## config.mk

```make
export PLATFORM = sky130hd
export DESIGN_NAME = rgbw_frame_decoder
export DESIGN_NICKNAME = d
export VERILOG_FILES = /design/src/rtl/rgbw_pkg.sv /design/src/rtl/rgbw_rdy_edge.sv /design/src/rtl/rgbw_frame_decoder.sv
export SDC_FILE = /design/constraint.sdc
export NUM_CORES = 1
export LEC_CHECK = 0
export CAP_MARGIN = 40
export CORE_UTILIZATION = 55
export CTS_CLUSTER_DIAMETER = 100
export DETAILED_ROUTE_END_ITERATION = 6
export PLACE_DENSITY = 0.75
export SLEW_MARGIN = 10
export SYNTH_ARGS = -nofsm -noshare
export SYNTH_HDL_FRONTEND = slang
export SYNTH_SLANG_ARGS = --single-unit
```

## constraint.sdc

```tcl
create_clock -name clk -period 3.6 [get_ports clk]
set_input_delay 1.08 -clock clk [delete_from_list [all_inputs] [get_ports clk]]
set_output_delay 1.08 -clock clk [all_outputs]
set_load 0.02 [all_outputs]
```

## src/rtl/rgbw_pkg.sv

```systemverilog
// Shared types and constants for the RGBW frame decoder.
package rgbw_pkg;

    typedef enum logic [1:0] {
        ST_HUNT,
        ST_PAYLOAD,
        ST_MODE,
        ST_CHECK
    } state_t;

    localparam logic [7:0] SYNC_DEFAULT = 8'h55;

    // Default channel order within a frame
    localparam int unsigned CH_LINT      = 0;
    localparam int unsigned CH_COLOR_IDX = 1;
    localparam int unsigned CH_RED       = 2;
    localparam int unsigned CH_GREEN     = 3;
    localparam int unsigned CH_BLUE      = 4;
    localparam int unsigned CH_WHITE     = 5;

endpackage

```

## src/rtl/rgbw_rdy_edge.sv

```systemverilog
// Two-flop synchroniser for the SPI byte-ready strobe plus rising-edge detect.
// All flops hold while clk_half is high.
module rgbw_rdy_edge (
    input  logic clk,
    input  logic reset,
    input  logic clk_half,
    input  logic rdy,
    output logic byte_ev
);

    logic sync1;
    logic sync2;
    logic prev;

    // Synchronise rdy and keep one delayed copy for edge detection
    always_ff @(posedge clk) begin
        if (reset) begin
            sync1 <= 1'b0;
            sync2 <= 1'b0;
            prev  <= 1'b0;
        end else if (!clk_half) begin
            sync1 <= rdy;
            sync2 <= sync1;
            prev  <= sync2;
        end
    end

    // Stays high across held cycles, so the event is consumed on the next enabled edge
    assign byte_ev = sync2 & ~prev;

endmodule

```

## src/rtl/rgbw_frame_decoder.sv

```systemverilog
// Frame decoder: hunts for a sync byte, collects NUM_CH channels and a mode byte,
// optionally verifies an XOR checksum, and commits all channels atomically.
module rgbw_frame_decoder
    import rgbw_pkg::*;
#(
    parameter int unsigned       NUM_CH      = 6,
    parameter int unsigned       DATA_W      = 8,
    parameter logic [DATA_W-1:0] SYNC_BYTE   = DATA_W'(SYNC_DEFAULT),
    parameter bit                CHK_EN      = 1'b1,
    parameter int unsigned       TIMEOUT_CYC = 4096
) (
    input  logic                     clk,
    input  logic                     reset,
    input  logic                     clk_half,
    input  logic [DATA_W-1:0]        buffRx_spi,
    input  logic                     rdy,
    output logic [NUM_CH*DATA_W-1:0] ch_out,
    output logic [DATA_W-1:0]        mode_out,
    output logic                     frame_ok,
    output logic                     frame_err,
    output logic                     busy
);

    localparam int unsigned IW = (NUM_CH > 1) ? $clog2(NUM_CH) : 1;
    localparam int unsigned CW = (TIMEOUT_CYC == 0) ? 1 : $clog2(TIMEOUT_CYC + 1);
    localparam logic [IW-1:0] IDX_LAST = IW'(NUM_CH - 1);
    localparam logic [CW-1:0] TO_LAST  = (TIMEOUT_CYC == 0) ? '0 : CW'(TIMEOUT_CYC - 1);
    localparam logic [CW-1:0] CNT_MAX  = '1;

    state_t            state;
    logic [IW-1:0]     idx;
    logic [DATA_W-1:0] chk;
    logic [CW-1:0]     cnt;
    logic [DATA_W-1:0] shadow [NUM_CH];
    logic [DATA_W-1:0] shadow_mode;
    logic              byte_ev;

    rgbw_rdy_edge u_rdy_edge (
        .clk      (clk),
        .reset    (reset),
        .clk_half (clk_half),
        .rdy      (rdy),
        .byte_ev  (byte_ev)
    );

    // Frame FSM, shadow capture, commit and inter-byte timeout
    always_ff @(posedge clk) begin
        if (reset) begin
            state       <= ST_HUNT;
            idx         <= '0;
            chk         <= '0;
            cnt         <= '0;
            shadow_mode <= '0;
            for (int k = 0; k < NUM_CH; k++) shadow[k] <= '0;
            ch_out      <= '0;
            mode_out    <= '0;
            frame_ok    <= 1'b0;
            frame_err   <= 1'b0;
            busy        <= 1'b0;
        end else if (clk_half) begin
            frame_ok  <= 1'b0;
            frame_err <= 1'b0;
        end else begin
            frame_ok  <= 1'b0;
            frame_err <= 1'b0;
            if (byte_ev) begin
                // A byte arriving on the expiry cycle wins over the timeout
                cnt <= '0;
                case (state)
                    ST_HUNT: begin
                        if (buffRx_spi == SYNC_BYTE) begin
                            state <= ST_PAYLOAD;
                            idx   <= '0;
                            chk   <= '0;
                            busy  <= 1'b1;
                        end
                    end
                    ST_PAYLOAD: begin
                        shadow[idx] <= buffRx_spi;
                        chk         <= chk ^ buffRx_spi;
                        if (idx == IDX_LAST) state <= ST_MODE;
                        else                 idx   <= idx + 1'b1;
                    end
                    ST_MODE: begin
                        shadow_mode <= buffRx_spi;
                        chk         <= chk ^ buffRx_spi;
                        if (CHK_EN) begin
                            state <= ST_CHECK;
                        end else begin
                            for (int k = 0; k < NUM_CH; k++) ch_out[k*DATA_W +: DATA_W] <= shadow[k];
                            mode_out <= buffRx_spi;
                            frame_ok <= 1'b1;
                            state    <= ST_HUNT;
                            busy     <= 1'b0;
                        end
                    end
                    ST_CHECK: begin
                        if (buffRx_spi == chk) begin
                            for (int k = 0; k < NUM_CH; k++) ch_out[k*DATA_W +: DATA_W] <= shadow[k];
                            mode_out <= shadow_mode;
                            frame_ok <= 1'b1;
                        end else begin
                            frame_err <= 1'b1;
                        end
                        state <= ST_HUNT;
                        busy  <= 1'b0;
                    end
                    default: begin
                        state <= ST_HUNT;
                        busy  <= 1'b0;
                    end
                endcase
            end else if (state != ST_HUNT) begin
                if ((TIMEOUT_CYC != 0) && (cnt == TO_LAST)) begin
                    frame_err <= 1'b1;
                    state     <= ST_HUNT;
                    busy      <= 1'b0;
                    cnt       <= '0;
                end else if (cnt != CNT_MAX) begin
                    cnt <= cnt + 1'b1;
                end
            end else begin
                cnt <= '0;
            end
        end
    end

endmodule
```

# [Word level (Yosys, flattened, before mapping)]
# Memory sizes are Yosys's and may differ from the RTL's. A register that Yosys moved wholly into a read port is not among the register bits.
# Cells that the tools add are included.
# W data, S select, Z words.
[classes] addsub=2 n_mul=0 div=0 order_cmp=0 n_eq_ne=14 shift=0 muxes=36 bitwise_logic=6 n_reduce_logical=17
[op_table] op="$mux W13" n=4
[op_table] op="$mux W1" n=18
[op_table] op="$mux W8" n=2
[op_table] op="$pmux W8 S2" n=1
[op_table] op="$reduce_and A5 Y1" n=3
[op_table] op="$add A13 B1 Y13 const B" n=1
[op_table] op="$eq A13 B12 Y1 const B" n=1
[op_table] op="$ne A13 B13 Y1 const B" n=1
[op_table] op="$mux W2" n=5
[op_table] op="$reduce_bool A2 Y1" n=5
[op_table] op="$mux W3" n=3
[op_table] op="$eq A8 B7 Y1 const B" n=1
[op_table] op="$eq A8 B8 Y1" n=1
[op_table] op="$pmux W2 S4" n=1
[op_table] op="$reduce_and A4 Y1" n=2
[op_table] op="$reduce_or A8 Y1" n=1
[op_table] op="$xor A8 B8 Y8" n=1
[op_table] op="$ne A3 B3 Y1 const B" n=2
[op_table] op="$pmux W3 S2" n=1
[op_table] op="$eq A2 B2 Y1 const B" n=2
[op_table] op="$ne A2 B2 Y1 const B" n=2
[op_table] op="$ne A4 B2 Y1 const B" n=1
[op_table] op="$not A1 Y1" n=4
[op_table] op="$reduce_or A2 Y1" n=2
[op_table] op="10 further kinds" n=10
[word_totals] ff_bits=48 latch_bits=0 ram_bits=48 rom_bits=0 out_inout_bits=59 mem_count=1
[memory_table] memory="shadow" words=6 word_bits=8 rd=6 rd_ports_with_merged_regs=6 wr=6 line_no="rgbw_frame_decoder.sv:34" source="logic [DATA_W-1:0] shadow [NUM_CH];"

# [Logic depth before layout (Yosys ltp)]
[logic_depth] word_depth=8 ltp_mapped=8 mapped_depth_nobuf=6

# [Cells and area by module]
# A second synthesis with hierarchy kept.
[hier_totals] cells_unflattened=610 hier_area_um2=6069.6
[modules_own_cells] module="rgbw_frame_decoder" n_inst=1 cells_per_inst=600 area_each_um2=5962.0 seq_area_each_um2=3303.2
[modules_own_cells] module="rgbw_rdy_edge" n_inst=1 cells_per_inst=10 area_each_um2=107.6 seq_area_each_um2=60.1

# [Least setup slack after synthesis]
# OpenSTA, ideal clock, no wires.
[synth_path] path_kind="in2reg" startpoint="in clk_half" endpoint="mem shadow[2][0] (enable)" setup_ps=334 arrival_time_ps=2527 slack_ps=739 cell_stages=8 n_path_buf=3 path_cell_list="buf_2 nor3b_4 and3b_1 buf_4 nor2b_1 buf_4 nand3b_4 nand2b_1"
[synth_lines] element="from (decl)" line_no="rgbw_frame_decoder.sv:14" source="input logic clk_half,"
[synth_lines] element="to (decl)" line_no="rgbw_frame_decoder.sv:34"

# [Final worst setup path]
[layout_path] startpoint="in buffRx_spi[2]" endpoint="reg ch_out[27] (read register of shadow)"
[layout_between] elab_chain_cells=2
[layout_lines] element="from (decl)" line_no="rgbw_frame_decoder.sv:15" source="input logic [DATA_W-1:0] buffRx_spi,"
[layout_lines] element="$eq A8 B8 Y1" line_no="rgbw_frame_decoder.sv:98" source="if (buffRx_spi == chk) begin"
[layout_lines] element="$reduce_and A4 Y1 (no source line)"
[layout_lines] element="to (decl)" line_no="rgbw_frame_decoder.sv:17" source="output logic [NUM_CH*DATA_W-1:0] ch_out,"
# No other way between the ends.
# A chain may end at the register's enable or synchronous reset.

==> impl_metrics.yaml <==
sta:
  tns_ns: 0
  tightest_slew_ns: 0.615
  maxSlewHeadroom_pct: 58.6
  finalCritPeriodShare_pct: 76.1
  whs_ns: 0.455
  drv_slew: 0
  rsz0062_at_grt: "false"
  fmax_mhz: 365
  finClkSkew_ns: 0.0107
  finalHoldViolations: 0
  min_period_ns: 2.74
  setup_viol: 0
logic_synthesis:
  synth_area_sq_um: 5850
  synthAdderAreaFrac_pct: 1.50
  synthFlopType: "dfxtp_1"
  synth_edf_count: 48
  synth.most_common_cell: "nor2_1"
  syn_nets: 570
  ys_seq_area_share_pct: 57.5
  synth_top_area_share_pct: 32.9
  synth_compound_area_share_pct: 6.74
  synth_xor_area_share_pct: 2.55
  yosys.area.top_type: "dfxtp_1"
  ys_ff_latch: 144
  synth_commonest_cells: "123 x nor2_1, 96 x dfxtp_1, 59 x mux2i_1, 48 x edfxtp_1, 29 x nand2_1"
  yosys.area_share.simple_pct: 17.4
  syn_area_per_cell_sq_um: 10.6
  synth_top_family_by_area: "simple AND/OR/NAND/NOR gates"
  synth.area.mux_share_pct: 10.3
  async_flop_share_pct: 0
  yosysWarnings: 0
  synth_cell_types: 55
  synth_cells: 551
  synthTopCellsByArea: "dfxtp_1 33%, edfxtp_1 25%, mux2i_1 10%"
power_and_ir_drop:
  p_leak_nw: 3.02
  p_total_w: 0.00346
  peakVddDrop_mv: 0.352
  p_per_area_nw_per_um2: 478
setup_path:
  worst-endpoint-arrival_ns: 3.12
  cp-start-kind: "input port"
  critPathMaxFanout: 57
  critPathSlowestCell: "clkdlybuf4s50_1"
  max_stage_delay_ns: 0.52
  crit_path_end_kind: "register"
  required_ns: 3.98
  path_class: "in2reg"
  path_cells: "clkdlybuf4s50_1, xor2_1, nor4_1, nand4_1, buf_12, mux2i_1, nor2_1"
layout:
  layout-drive-gt1-share_pct: 8.98
  syn2layout_area_growth_pct: 23.6
  final_area_sq_um: 7230
  fin_nets: 641
  num-fill-cells: 752
  insertedDiodeCount: 0
placement:
  port_buffers: 70
  hpwl_microns: 7730
  placed_area_sq_um: 6650
  gp_congestion: 0.783
drt:
  ant_nets: 0
  wl_per_cell_microns: 15.4
  initialDrtViolationCount: 196
  first_pass_iters: 5
  viasPerCell: 5.43
  drc: 0
  wl_microns: 11800
  via_count: 4183
flow_run:
  max_cap_viol_count: 0
clock_tree:
  cts_post_setup_buffers_inserted: 0
  cts_sinks: 144
  hold_buffers: 0
  cts_tree: "built"
  clk_path_buf_depth: 2
  cts.clk_slew.worst_paths_ns: 0.07
  clk_latency_ns: 0.52
  cts_buffers: 17
  cts-root-buf: "clkbuf_8"
  cts_resized: 0
  htree_num_levels: 4
global_route:
  grt_pass1_vias: 3986
  grt_pass1_wl_microns: 19500
  grt_max_degree: 58
  track_usage_pct: 22.8
  antenna_found_initial: 0
  grt_overflow: 0
floorplan:
  core_area_sq_um: 10300
  initial_utilization_pct: 56.6
  design.die.area_sq_um: 11000
  die_h_microns: 105
  rows: 37
  io_pins: 71
  die_w_microns: 105
outcome:
  outcome: "completed"
min_path:
  hp-class: "reg2reg"
-- worst max-delay path: cells and delay by family --
| kind | cells | cell delay (ns) |
|---|---|---|
| XOR/XNOR | 1 | 0.23 |
| buffers and inverters | 2 | 0.81 |
| multiplexers | 1 | 0.21 |
| AND/OR/NAND/NOR | 3 | 0.77 |
-- per-stage QoR --
stage | instances | util, % | setup WS (ns)
after floorplan | 551 | - | 0.739
after global placement | 738 | 64.3 | 0.455
after detailed placement | 739 | 64.4 | 0.389
after CTS | 771 | 70.0 | 0.895
after global routing | 771 | 70.0 | 0.743
final | 771 | 70.0 | 0.859
-- logic make-up (layout without fill, tap and decap cells) --
kind of cell / count (synthesis) / after routing
AND/OR/NAND/NOR: 215 / 215
buffers and inverters: 51 / 135
XOR/XNOR: 17 / 17
AO/OA/AOI/OAI: 57 / 57
adder cells (fa/ha/maj): 7 / 7
flip-flops: 144 / 144
multiplexers: 60 / 60
-- placed cells by master (no fill, tap or decap), types with 12 or more instances in the layout --
cell / netlist / final
nor2_1: 123 / 123
nor2b_1: 12 / 12
nand2_1: 29 / 29
a21oi_1: 23 / 23
dfxtp_1: 96 / 96
edfxtp_1: 48 / 48
clkdlybuf4s50_1: 0 / 69
clkbuf_16: 0 / 17
inv_1: 24 / 24
mux2i_1: 59 / 59
-- flip-flops by register name, summed over array words and instances, names as in the netlist, 2 cells and up --
signal       count
cnt             13
ch_out          48
state            2
mode_out         8
chk              8
shadow_mode      8
idx              3
shadow          48
-- report_power, final --
part / internal [W] / switching, W / total, W
Sequential: 0.00170 / 0.00000800 / 0.00171
Clock: 0.000927 / 0.000748 / 0.00168
Combinational: 0.0000257 / 0.0000483 / 0.0000739
Total: 0.00265 / 0.000804 / 0.00346
-- area by class of cell --
class,count,area (sq um),area share [%]
clock inverters,14,143,1.97
repair buffers,79,773,10.7
flip-flops and latches,144,3360,46.5
inverters,24,90.1,1.25
multi-input cells,356,2250,31.1
well taps,136,170,2.35
clock buffers,18,439,6.08
-- routing by layer --
metal | up-vias | wire length, microns | track usage, %
li1 | 2038 | - | -
met1 | 2002 | 5220 | 28.6
met2 | 124 | 5820 | 37.1
met3 | 19 | 553 | 6.05
met4 | 0 | 252 | 9.96
met5 | - | 0 | 0
-- path summary, 6_finish.rpt --
kind                        from             end  slack (ns)  depth (start not counted)
setup / recovery   buffRx_spi[2]      ch_out[27]        0.86                          7
hold / removal    shadow_mode[6]  shadow_mode[6]        0.45                          2
setup reg to reg          cnt[6]          cnt[5]        1.50                          6
hold reg to reg   shadow_mode[6]  shadow_mode[6]        0.45                          2
Power figures use the tool's default switching activity.
